--- config.mk ---
export PLATFORM = sky130hd
export DESIGN_NAME = if_pc_gen_flat
export DESIGN_NICKNAME = d
export VERILOG_FILES = /design/src/rtl/aurora_pipe_pkg.sv /design/src/rtl/if_pc_gen_if.sv /design/src/rtl/sat_counter.sv /design/src/rtl/if_pc_gen.sv /design/src/flat_wrapper.sv
export SDC_FILE = /design/constraint.sdc
export NUM_CORES = 1
export LEC_CHECK = 0
export ABC_AREA = 1
export BUFFER_PORTS_ARGS = -buffer_cell sky130_fd_sc_hd__clkbuf_2
export CORE_ASPECT_RATIO = 1.1
export CORE_MARGIN = 4
export CORE_UTILIZATION = 40
export DETAILED_ROUTE_END_ITERATION = 8
export SYNTH_ARGS = -nofsm -noshare
export SYNTH_HDL_FRONTEND = slang
export SYNTH_SLANG_ARGS = --single-unit
--- constraint.sdc ---
create_clock -name CLK -period 3.7 [get_ports CLK]
set_input_delay 0.925 -clock CLK [delete_from_list [all_inputs] [get_ports CLK]]
set_output_delay 0.925 -clock CLK [all_outputs]
set_load 0.01 [all_outputs]
--- src/rtl/aurora_pipe_pkg.sv ---
// Shared fetch-pipe constants: PC geometry, boot timing and fetch FSM encoding.
package aurora_pipe_pkg;

   localparam int             PC_W        = 8;
   localparam logic [PC_W-1:0] RESET_PC   = 8'h00;
   localparam logic [PC_W-1:0] PC_INC     = 8'd1;
   localparam int             BOOT_CYC    = 2;
   localparam int             BOOT_CNT_W  = $clog2(BOOT_CYC) + 1;
   localparam int             FETCH_CNT_W = 16;

   localparam logic [1:0] BOOT  = 2'd0;
   localparam logic [1:0] RUN   = 2'd1;
   localparam logic [1:0] REDIR = 2'd2;
   localparam logic [1:0] HALT  = 2'd3;

endpackage

--- src/rtl/if_pc_gen_if.sv ---
// IF/ID producer-side bundle: control inputs from the pipeline, PC/slot outputs to IF/ID and IMEM.
interface if_pc_gen_if;
   import aurora_pipe_pkg::*;

   logic                   stall_in;
   logic                   branch_taken_in;
   logic [PC_W-1:0]        branch_target_in;
   logic                   halt_in;
   logic [PC_W-1:0]        PC_out;
   logic                   wb_ff_out;
   logic [PC_W-1:0]        imem_addr_out;
   logic                   halted_out;
   logic [FETCH_CNT_W-1:0] fetch_cnt_out;

   modport master (
      input  stall_in, branch_taken_in, branch_target_in, halt_in,
      output PC_out, wb_ff_out, imem_addr_out, halted_out, fetch_cnt_out
   );

   modport slave (
      output stall_in, branch_taken_in, branch_target_in, halt_in,
      input  PC_out, wb_ff_out, imem_addr_out, halted_out, fetch_cnt_out
   );
endinterface

--- src/rtl/sat_counter.sv ---
// Up-counter that sticks at all-ones instead of wrapping; async active-low clear.
module sat_counter #(
   parameter int WIDTH = 16
) (
   input  logic             clk,
   input  logic             rst_n,
   input  logic             inc_i,
   output logic [WIDTH-1:0] cnt_o
);

   logic [WIDTH-1:0] cnt_q;
   logic [WIDTH-1:0] cnt_d;

   always_comb begin
      cnt_d = cnt_q;
      if (inc_i && (cnt_q != {WIDTH{1'b1}})) begin
         cnt_d = cnt_q + 1'b1;
      end
   end

   always_ff @(posedge clk or negedge rst_n) begin
      if (!rst_n) begin
         cnt_q <= '0;
      end else begin
         cnt_q <= cnt_d;
      end
   end

   assign cnt_o = cnt_q;

endmodule

--- src/rtl/if_pc_gen.sv ---
// Fetch-side PC generator: sequences the IF/ID PC and valid-slot flag through boot, run, redirect, stall and halt.
module if_pc_gen
   import aurora_pipe_pkg::*;
(
   input  logic          CLK,
   input  logic          RST,
   if_pc_gen_if.master   bus
);

   logic [1:0]            state_q, state_d;
   logic [PC_W-1:0]       pc_q, pc_d;
   logic                  wb_q, wb_d;
   logic [BOOT_CNT_W-1:0] boot_q, boot_d;
   logic                  fetch_inc;

   always_comb begin
      state_d = state_q;
      pc_d    = pc_q;
      wb_d    = wb_q;
      boot_d  = boot_q;
      case (state_q)
         BOOT: begin
            if (bus.halt_in) begin
               state_d = HALT;
               wb_d    = 1'b0;
            end else if (boot_q == BOOT_CNT_W'(BOOT_CYC - 1)) begin
               state_d = RUN;
               wb_d    = 1'b1;
            end else begin
               boot_d = boot_q + 1'b1;
            end
         end
         RUN: begin
            if (bus.halt_in) begin
               state_d = HALT;
               wb_d    = 1'b0;
            end else if (bus.branch_taken_in) begin
               state_d = REDIR;
               pc_d    = bus.branch_target_in;
               wb_d    = 1'b0;
            end else if (!bus.stall_in) begin
               pc_d = pc_q + PC_INC;
               wb_d = 1'b1;
            end
         end
         REDIR: begin
            // The target already sits in pc_q; leaving REDIR issues it rather than skipping it.
            if (bus.halt_in) begin
               state_d = HALT;
               wb_d    = 1'b0;
            end else if (bus.branch_taken_in) begin
               pc_d = bus.branch_target_in;
               wb_d = 1'b0;
            end else if (!bus.stall_in) begin
               state_d = RUN;
               wb_d    = 1'b1;
            end
         end
         default: begin
            wb_d = 1'b0;
         end
      endcase
   end

   always_ff @(posedge CLK or negedge RST) begin
      if (!RST) begin
         state_q <= BOOT;
         pc_q    <= RESET_PC;
         wb_q    <= 1'b0;
         boot_q  <= '0;
      end else begin
         state_q <= state_d;
         pc_q    <= pc_d;
         wb_q    <= wb_d;
         boot_q  <= boot_d;
      end
   end

   assign fetch_inc = wb_q & ~bus.stall_in;

   sat_counter #(
      .WIDTH (FETCH_CNT_W)
   ) u_fetch_cnt (
      .clk   (CLK),
      .rst_n (RST),
      .inc_i (fetch_inc),
      .cnt_o (bus.fetch_cnt_out)
   );

   assign bus.PC_out        = pc_q;
   assign bus.wb_ff_out     = wb_q;
   assign bus.imem_addr_out = pc_q;
   assign bus.halted_out    = (state_q == HALT);

endmodule

--- src/flat_wrapper.sv ---
// flat-port wrapper written by rule: the top's interface ports become plain ports
module if_pc_gen_flat import aurora_pipe_pkg::*;
  (CLK, RST, bus_stall_in, bus_branch_taken_in, bus_branch_target_in, bus_halt_in, bus_PC_out, bus_wb_ff_out, bus_imem_addr_out, bus_halted_out, bus_fetch_cnt_out);
  if_pc_gen_if bus_i ();
  input  logic CLK;
  input  logic RST;
  input wire logic [$bits(bus_i.stall_in)-1:0] bus_stall_in;
  input wire logic [$bits(bus_i.branch_taken_in)-1:0] bus_branch_taken_in;
  input wire logic [$bits(bus_i.branch_target_in)-1:0] bus_branch_target_in;
  input wire logic [$bits(bus_i.halt_in)-1:0] bus_halt_in;
  output wire logic [$bits(bus_i.PC_out)-1:0] bus_PC_out;
  output wire logic [$bits(bus_i.wb_ff_out)-1:0] bus_wb_ff_out;
  output wire logic [$bits(bus_i.imem_addr_out)-1:0] bus_imem_addr_out;
  output wire logic [$bits(bus_i.halted_out)-1:0] bus_halted_out;
  output wire logic [$bits(bus_i.fetch_cnt_out)-1:0] bus_fetch_cnt_out;
  assign bus_i.stall_in = bus_stall_in;
  assign bus_i.branch_taken_in = bus_branch_taken_in;
  assign bus_i.branch_target_in = bus_branch_target_in;
  assign bus_i.halt_in = bus_halt_in;
  assign bus_PC_out = bus_i.PC_out;
  assign bus_wb_ff_out = bus_i.wb_ff_out;
  assign bus_imem_addr_out = bus_i.imem_addr_out;
  assign bus_halted_out = bus_i.halted_out;
  assign bus_fetch_cnt_out = bus_i.fetch_cnt_out;
  if_pc_gen u_core (.CLK(CLK), .RST(RST), .bus(bus_i));
endmodule
# After elaboration in Yosys (flattened, before gate mapping)

Index checks and enable logic that the tools add are counted.

Register bits: 29
Latch bits: 0
Bits in writable memories: 0
ROM bits: 0
Bits of input ports: 13
Memories: 0

Add/subtract/negate cells: 3
$mul: 0
Divide/modulo/power cells: 0
$lt $le $gt $ge: 0
Equality and inequality tests: 14
Shift-type cells: 0
Mux-type cells: 20
Bitwise gates (word level): 4
Reduce and logical (&&, ||, !) cells: 9

Operator list:

| kind                                                            | count |
|---|---|
| 8-bit 2-to-1 mux                                                | 5 |
| 16-bit by 1-bit adder with 16-bit output, second input constant | 1 |
| 16-bit != test, second input constant                           | 1 |
| 8-bit case mux with 2 select lines                              | 1 |
| 2-bit 2-to-1 mux                                                | 7 |
| 3-bit != test, second input constant                            | 4 |
| 5-bit AND reduction                                             | 2 |
| 8-bit by 1-bit adder with 8-bit output, second input constant   | 1 |
| 2-bit != test, second input constant                            | 3 |
| 2-bit case mux with 3 select lines                              | 1 |
| 1-bit 2-to-1 mux                                                | 5 |
| 2-bit by 1-bit == test with 1-bit output, second input constant | 2 |
| 2-bit == test, second input constant                            | 2 |
| 4-bit by 2-bit != test with 1-bit output, second input constant | 1 |
| 3-bit by 2-bit != test with 1-bit output, second input constant | 1 |
| 1-bit NOT                                                       | 3 |
| 3-bit AND reduction                                             | 1 |
| 3-bit nonzero test                                              | 1 |
| 2-bit by 1-bit adder with 2-bit output, second input constant   | 1 |
| 2-bit zero test                                                 | 1 |
| 1-bit case mux with 2 select lines                              | 1 |
| 2-bit AND reduction                                             | 1 |
| 2-bit nonzero test                                              | 1 |
| 2-bit OR reduction                                              | 1 |
| 2 further kinds                                                 | 2 |

# Longest topological paths before layout

Gate-level depths: netlist (run 1).

Depth in word-level cells: 5
Gate-level depth with buffers: 10
Gate-level depth less buffers: 9

# Modules after synthesis

A second synthesis (run 1) with hierarchy kept.

Cell total of the unflattened synthesis: 287
Area, all modules: 2010.7 sq um

Modules (own cells, without submodules):

| module      | times used | cells an instance | area each (sq um) | sequential area each (sq um) |
|---|---|---|---|---|
| sat_counter | 1          | 149               | 1058.5            | 400.4 |
| if_pc_gen   | 1          | 138               | 952.2             | 325.3 |

# Worst setup path before layout (run 1)

Ideal clock, no wire load.

Kind: in2reg
Start point: input bus_branch_taken_in
End point: register u_core.pc_q[1] (netlist: u_core.bus.PC_out[1])
Library setup time: 0.095 ns
Data arrival time: 1.546 ns
Required time: 3.605 ns
Slack: 2.059 ns
Stages: 4
Path through: nor2_1 > buf_2 > nor2_1 > o31ai_1

Word-level cells in the longest chain between the ends: 3
Elaborated cells on any way between the ends: 6
Those cells by class: 2 x eq/ne; 3 x mux; 1 x reduce/logical

RTL lines:

| item                               | line              | RTL |
|---|---|---|
| from (decl)                        | flat_wrapper.sv:8 | `input wire logic [$bits(bus_i.branch_taken_in)-1:0] bus_branch_taken_in;` |
| 8-bit 2-to-1 mux                   | if_pc_gen.sv:37   | `end else if (bus.branch_taken_in) begin` |
| 8-bit 2-to-1 mux                   | if_pc_gen.sv:34   | `if (bus.halt_in) begin` |
| 8-bit case mux with 2 select lines | if_pc_gen.sv:21   | `case (state_q)` |
| to (signal assigned)               | if_pc_gen.sv:73   | `pc_q <= pc_d;` |
| to (decl)                          | if_pc_gen.sv:11   | `logic [PC_W-1:0] pc_q, pc_d;` |

Several ways; a longest one is shown, not always the timed one. The select of a mux whose other input is x is not followed.
A chain may end at the register's enable or synchronous reset.

# Worst setup path after layout (run 1)

Start point: register u_core.state_q[0]
End point: output bus_halted_out

Word-level cells in the longest chain between the ends: 1

RTL lines:

| item                   | line               | RTL |
|---|---|---|
| from (decl)            | if_pc_gen.sv:10    | `logic [1:0] state_q, state_d;` |
| from (signal assigned) | if_pc_gen.sv:72    | `state_q <= state_d;` |
| 2-bit == test          | if_pc_gen.sv:93    | `assign bus.halted_out = (state_q == HALT);` |
| to (decl)              | flat_wrapper.sv:14 | `output wire logic [$bits(bus_i.halted_out)-1:0] bus_halted_out;` |

Every way passes these cells.

==> flow_metrics.env, run 1 <==
export IMPL_cts_hold_fix_buffers=0
export IMPL_power_leakage_nw=1.22
export IMPL_crit_path_dat_ns=1.06
export IMPL_layout_filler_cells=490
export IMPL_final_number_of_hold_violating_endpoints=0
export IMPL_tightest_slew_ns=0.738
export IMPL_cts_repair_resized=0
export IMPL_p_int_uw=809
export IMPL_setup_slack_of_the_most_critical_reg_to_reg_path_ns=1.73
export IMPL_design_core_area_um2=4680
export IMPL_clk_root_buffer_cell="clkbuf_8"
export IMPL_clockBufferDepth=2
export IMPL_drt_first_iter_violations=85
export IMPL_drt_wirelength_per_cell_um=11.1
export IMPL_synthesis_nets=297
export IMPL_post_cts_buffers=0
export IMPL_rsz0062_at_grt="no"
export IMPL_startpoint_type="register"
export IMPL_final_max_slew_violation_count=0
export IMPL_cts_sinks=29
export IMPL_max_cap_viol_count=0
export IMPL_synth_avg_cell_area_um2=7.07
export IMPL_netlist_area_um2=1950
export IMPL_synth_warning_count=0
export IMPL_antenna_found_initial=0
export IMPL_worst_hold_startpoint="u_core.boot_q[1]"
export IMPL_crit_type="reg2out"
export IMPL_worst_r2r_startpoint="u_core.state_q[0]"
export IMPL_hold_path_class="reg2reg"
export IMPL_critical_path_peak_fanout=4
export IMPL_finalNetCount=338
export IMPL_area_growth_syn_to_layout_pct=15.8
export IMPL_drt_wl_total_um=4150
export IMPL_hpwl_dp_um=3170
export IMPL_power_sequential_fraction_pct=37.3
export IMPL_sw_frac_of_total_pct=42.0
export IMPL_tritoncts="built"
export IMPL_worst_ir_drop_vdd_mv=0.282
export IMPL_netlist_instances=276
export IMPL_drive_gt1_share_pct=20.8
export IMPL_worstSetupStartpoint="u_core.state_q[0]"
export IMPL_final_setup_viol_count=0
export IMPL_antenna_diode_count=0
export IMPL_numCtsBuffers=5
export IMPL_worst_ep_required_time_ns=2.77
export IMPL_power_density_cell_area_nw_per_um2=616
export IMPL_grt_first_pass_wirelength_um=7280
export IMPL_i_o_pins=47
export IMPL_initial_utilization_pct=41.7
export IMPL_fmaxAchievable_mhz=503
export IMPL_ant_nets=0
export IMPL_drc=0
export IMPL_synth_lib_cells_used_distinct=25
export IMPL_power_share_clock_pct=20.4
export IMPL_cts_htree_levels=2
export IMPL_chipWidth_um=74.6
export IMPL_yosys_register_bits=29
export IMPL_synth_seq_area_share_pct=37.2
export IMPL_maximum_number_of_pins_on_one_net_before_global_route_repair=30
export IMPL_p_comb_share_pct=42.2
export IMPL_path_clk_slew_ns=0.06
export IMPL_die_height_um=81.3
export IMPL_detailed_route_via_count=1727
export IMPL_multi_input_logic_area_um2=1030
export IMPL_setup_tns_final_ns=0
export IMPL_period_minus_slack_ns=1.99
export IMPL_critical_path_endpoint_type="output pin"
export IMPL_timing_final_crit_share_pct=53.7
export IMPL_outcome="finished clean"
export IMPL_seqCellArea_um2=726
export IMPL_die_area_um2=6060
export IMPL_clk_insertion_delay_late_ns=0.27
export IMPL_grt_pass1_vias=1599
export IMPL_timing_clock_skew_ns=0.00858
export IMPL_drt_first_pass_iters=4
export IMPL_groute_usage_overall_pct=15.4
export IMPL_totalPowerFinal_mw=1.39
export IMPL_vias_per_cell=4.62
export IMPL_row_count=26
export IMPL_maxSlewHeadroom_pct=50.8
export IMPL_portBuffers=46
export IMPL_gp_routability_congestion=0.833
export IMPL_globalRoute_totalOverflow=0
export IMPL_switchingPower_uw=585
-- metrics by stage --
step	utilization [%]	instances	area [um^2]	hold WS (ns)	setup WS [ns]
2_1_floorplan	-	276	1950	0.453	2.06
3_3_place_gp	46.1	366	2160	0.474	1.46
3_5_place_dp	46.1	366	2160	0.483	1.44
4_1_cts	48.3	374	2260	0.498	1.69
5_1_grt	48.3	374	2260	0.514	1.43
6_report	48.3	374	2260	0.490	1.71
-- sequential cells by signal, indices dropped and copies added (netlist names) --
| register | count |
|---|---|
| u_core.boot_q | 2 |
| u_core.bus.PC_out | 8 |
| u_core.bus.wb_ff_out | 1 |
| u_core.state_q | 2 |
| u_core.u_fetch_cnt.cnt_o | 16 |
-- cells in the mapped netlist --
library cell  instances  area (um^2)
ha_1                  8          100
nor2_1               32          120
nand2_1             105          394
nand3b_1              1         7.51
xnor2_1               6         52.6
buf_2                 2         10.0
nor2_8                1         20.0
o21ai_0              12         60.1
nand4_1               5         31.3
inv_1                27          101
nand3_1              16         80.1
dfrtp_1              29          726
nor2_2                4         25.0
buf_4                 8         60.1
nand2_2               2         12.5
buf_6                 2         22.5
nand3_2               2         20.0
xor2_1                4         35.0
o21a_1                1         7.51
inv_2                 1         3.75
o31ai_1               1         7.51
a21oi_1               4         20.0
o21ai_4               1         16.3
o211ai_1              1         7.51
nand2_4               1         11.3
-- critical path, cell delays in order (launching register included) --
cell and delay, ns:
dfrtp_1 0.41, ha_1 0.25, clkbuf_2 0.14
-- layout by cell type, fill, tap and decap left out, types with 4 or more instances in the layout --
cell / count
dfrtp_1: 29
clkbuf_8: 7
xor2_1: 4
nor2_1: 32
nand3_1: 16
ha_1: 8
nand2_1: 105
o21ai_0: 12
xnor2_1: 6
nor2_2: 4
clkbuf_2: 46
nand4_1: 5
a21oi_1: 4
inv_1: 27
-- power groups by stage --
| stage | clock network, mW | logic, mW | registers [mW] |
|---|---|---|---|
| after floorplan | 0 | 0.441 | 0.535 |
| after global placement | 0 | 0.591 | 0.526 |
| after detailed placement | 0 | 0.598 | 0.527 |
| after CTS | 0.300 | 0.600 | 0.522 |
| after global routing | 0.317 | 0.684 | 0.543 |
| final | 0.285 | 0.588 | 0.520 |
-- metal layers --
layer,part of all wire [%],up-vias,global-route usage [%]
met4,0.79,0,3.91
met1,48,757,21.2
met2,46,30,23.6
met3,4.6,2,4.21
li1,-,938,-
met5,0,-,0
-- final cells by class --
class / instances / area share [%]
well taps: 56 / 3.10
clock buffers: 7 / 4.26
flip-flops and latches: 29 / 32.1
inverters: 28 / 4.65
clock inverters: 1 / 0.221
multi-input cells: 207 / 45.5
repair buffers: 46 / 10.2
-- cells by family (layout without fill, tap and decap cells) --
| group | Yosys count | after routing | share of synthesized area, % |
|---|---|---|---|
| flip-flops | 29 | 29 | 37.2 |
| XOR/XNOR | 10 | 10 | 4.49 |
| buffers and inverters | 40 | 82 | 10.1 |
| AND/OR/NAND/NOR | 169 | 169 | 37.0 |
| AO/OA/AOI/OAI | 20 | 20 | 6.09 |
| adder cells (fa/ha/maj) | 8 | 8 | 5.13 |
-- final timing paths --
kind,end,depth (start not counted)
setup / recovery,bus_halted_out,2
hold reg to reg,u_core.boot_q[1],2
hold / removal,u_core.boot_q[1],2
setup reg to reg,u_core.bus.PC_out[2],8
min in group asynchronous,u_core.u_fetch_cnt.cnt_o[0],1
max in group asynchronous,u_core.bus.wb_ff_out,1
No activity file was read; power rests on OpenSTA's default activity.
==> run 2, diff against run 1 <==
Clock period 3.7 ns to 1.68 ns, I/O delays scaled along.
==> run 2 against run 1 <==
Sequential cell count unchanged. Highest routed layer unchanged. Non-clock buffer count increased by 12. Count of clock-buffer cells in the layout unchanged. Critical path type unchanged. Clock skew decreased by 0.0027 ns. Worst setup slack got worse by 1.5 ns. Final cell count increased by 2.9%. Via count increased by 3.9%. Core utilization increased by 1.8 points.
==> flow_metrics.env, run 2 (synthesized netlist as in run 1, its figures left out) <==
export IMPL_post_route_util_pct=50.1
export IMPL_crit_type="reg2out"
export IMPL_largest_reg_flops=16
export IMPL_drive_gt1_share_pct=23.7
export IMPL_cts_hold_fix_buffers=0
export IMPL_clk_insertion_delay_late_ns=0.28
export IMPL_globalRoute_totalOverflow=0
export IMPL_path_clk_slew_ns=0.06
export IMPL_drt_wirelength_per_cell_um=11.4
export IMPL_tightest_slew_ns=0.394
export IMPL_clk_root_buffer_cell="clkbuf_8"
export IMPL_maximum_number_of_pins_on_one_net_before_global_route_repair=30
export IMPL_finalNetCount=350
export IMPL_worst_ir_drop_vdd_mv=0.644
export IMPL_gp_routability_congestion=0.768
export IMPL_layout_common_cells="nand2_1, clkbuf_2, nor2_1, dfrtp_1, inv_1"
export IMPL_maxSlewHeadroom_pct=73.6
export IMPL_p_comb_share_pct=45.3
export IMPL_drt_first_iter_violations=40
export IMPL_i_o_pins=47
export IMPL_outcome="finished clean"
export IMPL_setup_tns_final_ns=0
export IMPL_rsz0062_at_grt="no"
export IMPL_area_growth_syn_to_layout_pct=20.2
export IMPL_drt_first_pass_iters=4
export IMPL_clockBufferDepth=2
export IMPL_cts_sinks=29
export IMPL_power_leakage_nw=1.27
export IMPL_timing_final_crit_share_pct=88.8
export IMPL_hpwl_dp_um=3360
export IMPL_hold_path_class="in2async"
export IMPL_grt_first_pass_wirelength_um=7340
export IMPL_ant_nets=0
export IMPL_drt_wl_total_um=4370
export IMPL_worst_ep_required_time_ns=1.26
export IMPL_critical_path_peak_fanout=4
export IMPL_power_sequential_fraction_pct=36.3
export IMPL_switchingPower_mw=1.31
export IMPL_groute_usage_overall_pct=15.7
export IMPL_tritoncts="built"
export IMPL_final_setup_viol_count=0
export IMPL_chipWidth_um=74.6
export IMPL_final_number_of_hold_violating_endpoints=0
export IMPL_final_max_slew_violation_count=0
export IMPL_cts_htree_levels=2
export IMPL_p_int_mw=1.81
export IMPL_power_share_clock_pct=18.3
export IMPL_fin_worst_hold_slack_ns=0.153
export IMPL_design_core_area_um2=4680
export IMPL_vias_per_cell=4.66
export IMPL_grt_pass1_vias=1641
export IMPL_fmaxAchievable_mhz=670
export IMPL_period_minus_slack_ns=1.49
export IMPL_max_cap_viol_count=0
export IMPL_sw_frac_of_total_pct=41.9
export IMPL_startpoint_type="register"
export IMPL_power_density_cell_area_nw_per_um2=1330
export IMPL_layout_cells_most_common="nand2_1"
export IMPL_antenna_diode_count=0
export IMPL_die_area_um2=6060
export IMPL_timing_clock_skew_ns=0.00585
export IMPL_critical_path_endpoint_type="output pin"
export IMPL_numCtsBuffers=5
export IMPL_antenna_found_initial=0
export IMPL_die_height_um=81.3
export IMPL_detailed_route_via_count=1795
export IMPL_drc=0
export IMPL_totalPowerFinal_mw=3.12
export IMPL_portBuffers=46
export IMPL_row_count=26
export IMPL_crit_path_dat_ns=1.07
export IMPL_initial_utilization_pct=41.7
==> run 2: cell count changes in the layout (fill, tap and decap cells not counted), sizes merged <==
cell and delta:
buf +12, clkinv -1
==> run 2: metrics by stage <==
step	std cells	cell area, um^2	setup WS (ns)
after floorplan	276	1950	0.255
after global placement	376	2230	0.102
after detailed placement	376	2230	0.0829
after CTS	383	2320	0.0730
after global routing	385	2350	0.00534
final	385	2350	0.188
==> run 2: power groups by stage <==
stage	registers, mW	logic (mW)	clock network, mW
floorplan	1.18	0.970	0
global placement	1.14	1.37	0
detailed placement	1.15	1.39	0
CTS	1.14	1.40	0.598
global route	1.17	1.63	0.636
finish	1.13	1.41	0.571
==> run 2: routing by layer <==
metal,track usage (%),wire length (um),vias to the layer above
met5,0,0,-
met1,19.6,2040,803
met2,26.1,2070,29
met3,4.46,202,6
li1,-,-,957
met4,4.80,61,0
==> run 2: area by class of cell <==
type                            instances  area, um^2
Multi-Input combinational cell        207        1040
Tap cell                               56        70.1
Clock buffer                            7        86.3
Inverter                               28         105
Fill cell                             507        2340
Sequential cell                        29         726
Timing Repair Buffer                   58         320
==> run 2: final timing paths <==
check | cells past startpoint | endpoint | startpoint | slack (ns)
worst max-delay path | 2 | bus_halted_out | u_core.state_q[0] | 0.19
worst min-delay path | 2 | u_core.bus.PC_out[4] | RST | 0.15
worst max register to register | 9 | u_core.bus.PC_out[7] | u_core.state_q[0] | 0.19
worst min register to register | 1 | u_core.boot_q[0] | u_core.boot_q[0] | 0.49
max in group asynchronous | 2 | u_core.u_fetch_cnt.cnt_o[15] | RST | 1.24
min in group CLK | 3 | u_core.bus.PC_out[3] | bus_branch_target_in[3] | 0.39
==> run 2: critical path, stage by stage (launching register included) <==
cell and delay, ns:
dfrtp_1 0.42, ha_1 0.25, clkbuf_2 0.14
==> run 2: repair_timing <==
item,4_1_cts,5_1_grt
buffers inserted,0,2
endpoints found under the setup margin,0,20
resized for setup,0,4
